`src/rtl/stage_seq_if.sv`:
```
// Stage sequencer bus: per-stage wait and halt requests in, stage enables,
// retire/halt status and performance counters out.
interface stage_seq_if #(
  parameter int N_STAGES = 5
);
  localparam int SW = $clog2(N_STAGES);

  logic [N_STAGES-1:0] stage_wait;
  logic                halt;
  logic [N_STAGES-1:0] en;
  logic [SW-1:0]       stage;
  logic                retire;
  logic                halted;
  logic [31:0]         retire_cnt;
  logic [31:0]         wait_cnt;

  modport master (
    input  stage_wait, halt,
    output en, stage, retire, halted, retire_cnt, wait_cnt
  );

  modport slave (
    output stage_wait, halt,
    input  en, stage, retire, halted, retire_cnt, wait_cnt
  );
endinterface

```
`src/rtl/stage_seq.sv`:
```
// Multi-cycle stage sequencer: one stage enable at a time, per-stage minimum dwell,
// wait extension and halt at instruction boundaries. Perf counters under STAGE_SEQ_PERF_EN.
//
// state      | meaning
// -----------+-------------------------------------------------------------
// ST_IDLE    | out of reset; starts RUN(0) or parks in HALTED next edge
// ST_RUN     | stage stage_q active, count = cycles already spent in it
// ST_HALTED  | parked between instructions until halt drops
module stage_seq #(
  parameter int                        N_STAGES = 5,
  parameter int                        CNT_W    = 4,
  parameter logic [N_STAGES*CNT_W-1:0] CYC      = {N_STAGES{4'd1}}
) (
  input  logic         i_clk,
  input  logic         i_reset_n,
  stage_seq_if.master  bus
);
  localparam int SW = $clog2(N_STAGES);

  typedef enum logic [1:0] {
    ST_IDLE   = 2'd0,
    ST_RUN    = 2'd1,
    ST_HALTED = 2'd2
  } state_t;

  state_t            state;
  logic [SW-1:0]     stage_q;
  logic [CNT_W-1:0]  count;

  logic              stage_ok;
  logic              last_stage;
  logic [CNT_W-1:0]  cyc_cur;
  logic [CNT_W-1:0]  min_cyc;
  logic              wait_cur;
  logic [CNT_W:0]    count_inc;
  logic              reached;
  logic              done;
  logic              in_run;
  logic [N_STAGES-1:0] en_dec;

  // Per-stage lookups via a loop so out-of-range indices never read past the vectors.
  always_comb begin
    cyc_cur  = '0;
    wait_cur = 1'b0;
    en_dec   = '0;
    stage_ok = 1'b0;
    for (int i = 0; i < N_STAGES; i++) begin
      if (32'(stage_q) == i) begin
        cyc_cur   = CYC[i*CNT_W +: CNT_W];
        wait_cur  = bus.stage_wait[i];
        en_dec[i] = 1'b1;
        stage_ok  = 1'b1;
      end
    end
  end

  assign min_cyc    = (cyc_cur == '0) ? CNT_W'(1) : cyc_cur;
  assign count_inc  = {1'b0, count} + (CNT_W+1)'(1);
  assign reached    = count_inc >= {1'b0, min_cyc};
  assign done       = reached && !wait_cur;
  assign last_stage = (32'(stage_q) == N_STAGES - 1);
  assign in_run     = (state == ST_RUN) && stage_ok;

  assign bus.en     = in_run ? en_dec : '0;
  assign bus.stage  = in_run ? stage_q : '0;
  assign bus.retire = in_run && last_stage && done;
  assign bus.halted = (state == ST_HALTED);

  always_ff @(posedge i_clk) begin
    if (!i_reset_n) begin
      state   <= ST_IDLE;
      stage_q <= '0;
      count   <= '0;
    end else begin
      case (state)
        ST_IDLE: begin
          state   <= bus.halt ? ST_HALTED : ST_RUN;
          stage_q <= '0;
          count   <= '0;
        end
        ST_RUN: begin
          if (!stage_ok) begin
            stage_q <= '0;
            count   <= '0;
          end else if (done) begin
            count <= '0;
            if (last_stage) begin
              stage_q <= '0;
              if (bus.halt) state <= ST_HALTED;
            end else begin
              stage_q <= stage_q + 1'b1;
            end
          end else if (count != '1) begin
            count <= count + 1'b1;
          end
        end
        ST_HALTED: begin
          if (!bus.halt) begin
            state   <= ST_RUN;
            stage_q <= '0;
            count   <= '0;
          end
        end
        default: begin
          state   <= ST_IDLE;
          stage_q <= '0;
          count   <= '0;
        end
      endcase
    end
  end

`ifdef STAGE_SEQ_PERF_EN
  logic [31:0] retire_cnt_q;
  logic [31:0] wait_cnt_q;

  // Wait cycles count only once the minimum dwell has elapsed.
  always_ff @(posedge i_clk) begin
    if (!i_reset_n) begin
      retire_cnt_q <= '0;
      wait_cnt_q   <= '0;
    end else begin
      if (bus.retire) retire_cnt_q <= retire_cnt_q + 32'd1;
      if (in_run && reached && wait_cur) wait_cnt_q <= wait_cnt_q + 32'd1;
    end
  end

  assign bus.retire_cnt = retire_cnt_q;
  assign bus.wait_cnt   = wait_cnt_q;
`else
  assign bus.retire_cnt = '0;
  assign bus.wait_cnt   = '0;
`endif
endmodule
```
`src/flat_wrapper.sv`:
```
// flat-port wrapper written by rule: the top's interface ports become plain ports
module stage_seq_flat 
#(
  parameter int                        N_STAGES = 5,
  parameter int                        CNT_W    = 4,
  parameter logic [N_STAGES*CNT_W-1:0] CYC      = {N_STAGES{4'd1}}
)
  (i_clk, i_reset_n, bus_stage_wait, bus_halt, bus_en, bus_stage, bus_retire, bus_halted, bus_retire_cnt, bus_wait_cnt);
  stage_seq_if #(.N_STAGES(N_STAGES)) bus_i ();
  input  logic i_clk;
  input  logic i_reset_n;
  input wire logic [$bits(bus_i.stage_wait)-1:0] bus_stage_wait;
  input wire logic [$bits(bus_i.halt)-1:0] bus_halt;
  output wire logic [$bits(bus_i.en)-1:0] bus_en;
  output wire logic [$bits(bus_i.stage)-1:0] bus_stage;
  output wire logic [$bits(bus_i.retire)-1:0] bus_retire;
  output wire logic [$bits(bus_i.halted)-1:0] bus_halted;
  output wire logic [$bits(bus_i.retire_cnt)-1:0] bus_retire_cnt;
  output wire logic [$bits(bus_i.wait_cnt)-1:0] bus_wait_cnt;
  assign bus_i.stage_wait = bus_stage_wait;
  assign bus_i.halt = bus_halt;
  assign bus_en = bus_i.en;
  assign bus_stage = bus_i.stage;
  assign bus_retire = bus_i.retire;
  assign bus_halted = bus_i.halted;
  assign bus_retire_cnt = bus_i.retire_cnt;
  assign bus_wait_cnt = bus_i.wait_cnt;
  stage_seq #(.N_STAGES(N_STAGES), .CNT_W(CNT_W), .CYC(CYC)) u_core (.i_clk(i_clk), .i_reset_n(i_reset_n), .bus(bus_i));
endmodule
```
`config.mk`:
```
export PLATFORM = sky130hd
export DESIGN_NAME = stage_seq_flat
export DESIGN_NICKNAME = d
export VERILOG_FILES = /design/src/rtl/stage_seq_if.sv /design/src/rtl/stage_seq.sv /design/src/flat_wrapper.sv
export SDC_FILE = /design/constraint.sdc
export NUM_CORES = 1
export LEC_CHECK = 0
export BUFFER_PORTS_ARGS = -buffer_cell sky130_fd_sc_hd__buf_2
export CAP_MARGIN = 40
export CORE_MARGIN = 5
export CORE_UTILIZATION = 38
export CTS_CLUSTER_DIAMETER = 50
export DETAILED_ROUTE_END_ITERATION = 16
export PLACE_DENSITY_LB_ADDON = 0.3
export RECOVER_POWER = 100
export SYNTH_ARGS = -nofsm -noshare
export SYNTH_HDL_FRONTEND = slang
export SYNTH_SLANG_ARGS = --single-unit
```
`constraint.sdc`:
```
create_clock -name i_clk -period 2.2 [get_ports i_clk]
set_input_delay 0 -clock i_clk [delete_from_list [all_inputs] [get_ports i_clk]]
set_output_delay 0 -clock i_clk [all_outputs]
set_load 0.02 [all_outputs]
```
==> run summary <==
- Critical Setup Path Class: register to register
- most frequent standard cell in the layout excluding fill and tap cells: sky130_fd_sc_hd__conb_1
- Starting Density: 0.398
- half-perimeter wire length after detailed placement: 1.95 mm
- total wirelength of the detailed-routed design: 2.34 mm
- remaining design rule violation count: 0
- Die Y: 66.8 um
- static leakage power: 0.585 nW
- total power divided by cell area: 400 mW/mm2
- RSZ-0062 raised after global routing: false
- vias in the first global route: 771
- Clock Path Buffers: 2
- Via-to-Cell Ratio: 4.02
- Reg clk slew, reported paths: 0.06 ns
- clock tree from TritonCTS: yes
- met3 Usage GRT: 0.0253
- part of the Yosys area used for sequential elements: 0.147
- Yosys Warn Count: 0
- net total in the final layout: 202
- quantity of I/O buffers inserted on ports: 17
- Post-CTS Repair Setup Buffers: 0
- latest clock arrival within the worst-skew pair: 0.26 ns
- final worst path period need: 2.05 ns
- number of pins with negative max-slew slack in the final report: 0
- share of synthesized registers carrying an async set or reset: 0
- number of clock sinks: 9
- wire per inst: 10.2 um
- length of the first detailed-routing pass in iterations: 4
- Area after DPL: 0.00118 mm2
- GRT Util Overall: 0.0991
- data required time of the critical path: 2.39 ns
- routed vias: 925
- Setup TNS Final: 0 ns
- antenna violations before repair: 0
- series of cell instances along the critical path: ha_1 > ha_1 > buf_4 > a2111oi_4 > o211ai_4 > or4b_1 > a21boi_1
- class of the tightest hold or removal check: input port to register
- gpl congestion: 0.756
- power consumption: 0.000488 W
- final number of setup-violating endpoints: 0
- Crit path max-delay family: compound AO/OA/AOI/OAI gates
- maximum frequency from static timing analysis: 487 MHz
- share of the clock period used by the worst path: 0.933
- synthesized cell area: 0.00122 mm2
- fin area: 0.00122 mm2
- sum of overflow across all layers after global routing: 0
- Clock Skews: 0.00230 ns
- cell type of the slowest stage on the worst timing path: sky130_fd_sc_hd__or4b_1
- number of buffers created by CTS: 3
- number of synthesized flops with an enable pin: 0
- top-level port count: 82
- number of cell rows: 20
- layout cells sized above 1: 0.145
- kind of end point of the critical path: register
- most frequently used flop master after synthesis: sky130_fd_sc_hd__dfxtp_1
- area of the die: 0.00446 mm2
- area added between synthesis and finish: -0.409%
- Horiz. Die Dim: 66.8 um
- number of DRC violations after detailed-routing iteration 0: 27
- delay of the slowest critical-path stage: 0.48 ns
- number of buffer and inverter instances along the worst setup path: 1
- crit start category: register
- endpoint arrival time on the critical path: 2.25 ns
- Std-Cell Core Area: 0.00308 mm2
- reported max-cap violation count: 0
- htree depth: 1
- total inserted antenna cells: 0
- number of distinct standard cells referenced by the synthesized netlist: 34
- global-route track usage on met2: 0.168
- most used cell, CP: sky130_fd_sc_hd__ha_1
- number of storage elements in the synthesis netlist: 9
- number of endpoints with negative hold slack in the final report: 0
- global routing's busiest layer: met2
- largest net degree at the start of global routing: 12
- buffer cell driving the clock tree root: sky130_fd_sc_hd__clkbuf_4
- number of routed nets with antenna violations: 0
- worst vdd ir: 0.237 mV
- result of the run: completed
- first-pass GRT wire length: 3.35 mm
- post-synthesis instance total: 158
- fraction of met1 tracks used by global routing: 0.112
- CP Max Fanout: 5
- average cell area after synthesis: 7.75 um2
- highest-count cells in the layout ignoring fill and taps: sky130_fd_sc_hd__conb_1 (64), sky130_fd_sc_hd__nand2_1 (12), sky130_fd_sc_hd__nor2_1 (10), sky130_fd_sc_hd__clkbuf_1 (10), sky130_fd_sc_hd__buf_4 (9)
- Hold Worst Slack: 0.0448 ns
worst paths after layout:
path / startpoint / slack, ns / cells past startpoint / to
max: u_core.stage_q[0] / 0.15 / 7 / u_core.stage_q[0]
min: i_reset_n / 0.04 / 3 / u_core.stage_q[2]
max reg2reg: u_core.stage_q[0] / 0.15 / 7 / u_core.stage_q[0]
min reg2reg: u_core.state[0] / 0.50 / 2 / u_core.state[0]
metrics by stage:
stage,cells,util,setup WS (ns)
2_1_floorplan,221,-,0.0503
3_3_place_gp,225,0.384,0.103
3_5_place_dp,225,0.384,0.0561
4_1_cts,230,0.396,0.0265
5_1_grt,230,0.396,0.00954
6_report,230,0.396,0.147
logic make-up (layout without fill, tap and decap cells):
group | count (synthesis) | after routing | share of synthesized area
flip-flops | 9 | 9 | 0.147
other | 1 | 64 | 0.00306
AO/OA/AOI/OAI | 23 | 23 | 0.157
adder cells (fa/ha/maj) | 7 | 7 | 0.0715
AND/OR/NAND/NOR | 45 | 45 | 0.201
buffers and inverters | 73 | 38 | 0.420
layer usage:
metal / wire (um) / vias to the layer above / share of wire
met5: 0 / - / 0
li1: - / 461 / -
met3: 283 / 4 / 0.12
met1: 881 / 418 / 0.38
met4: 41 / 0 / 0.017
met2: 1140 / 42 / 0.49
power by group:
| part | switching [W] | total, W | internal, W |
|---|---|---|---|
| logic | 0.000146 | 0.000184 | 0.0000376 |
| clock network | 0.0000618 | 0.000132 | 0.0000701 |
| registers | 0.00000474 | 0.000172 | 0.000168 |
| total | 0.000213 | 0.000488 | 0.000275 |
flip-flops by register name, summed over array words and instances (netlist names):
signal and count:
u_core.state 2, u_core.count 4, u_core.stage_q 3
layout make-up:
type | count | area (um2)
clock buffer | 4 | 26.3
multi-input combinational | 139 | 779
timing repair buffer | 27 | 151
sequential | 9 | 181
inverter | 7 | 26.3
tap | 44 | 55.1
fill | 357 | 1860
synth_stat cells, types with 2 or more instances:
cell                        number  area [um2]
sky130_fd_sc_hd__ha_1            7        87.6
sky130_fd_sc_hd__inv_1           7        26.3
sky130_fd_sc_hd__nor3b_1         2        15.0
sky130_fd_sc_hd__nand3b_1        2        15.0
sky130_fd_sc_hd__and2_1          4        25.0
sky130_fd_sc_hd__buf_4          64         480
sky130_fd_sc_hd__a31oi_1         5        31.3
sky130_fd_sc_hd__nor2_1         10        37.5
sky130_fd_sc_hd__a21oi_1         5        25.0
sky130_fd_sc_hd__and3_1          2        12.5
sky130_fd_sc_hd__dfxtp_1         9         180
sky130_fd_sc_hd__o32ai_1         2        17.5
sky130_fd_sc_hd__o2111ai_1       2        17.5
sky130_fd_sc_hd__nand3_1         3        15.0
sky130_fd_sc_hd__or4b_1          2        20.0
sky130_fd_sc_hd__nand2_1        12        45.0
sky130_fd_sc_hd__nand2b_1        2        12.5
sky130_fd_sc_hd__and3b_1         2        17.5
tightest hold or removal path, cell delays in order:
cell	delay, ns
sky130_fd_sc_hd__buf_2	0.16
sky130_fd_sc_hd__inv_1	0.07
sky130_fd_sc_hd__a31oi_1	0.03
what timing repair did:
item,in CTS,in global routing
gates resized for setup,0,3
endpoints found under the hold margin,1,0
hold buffers,1,0
setup endpoints to repair,0,5
Note: power is estimated with default switching activity, not from simulation.
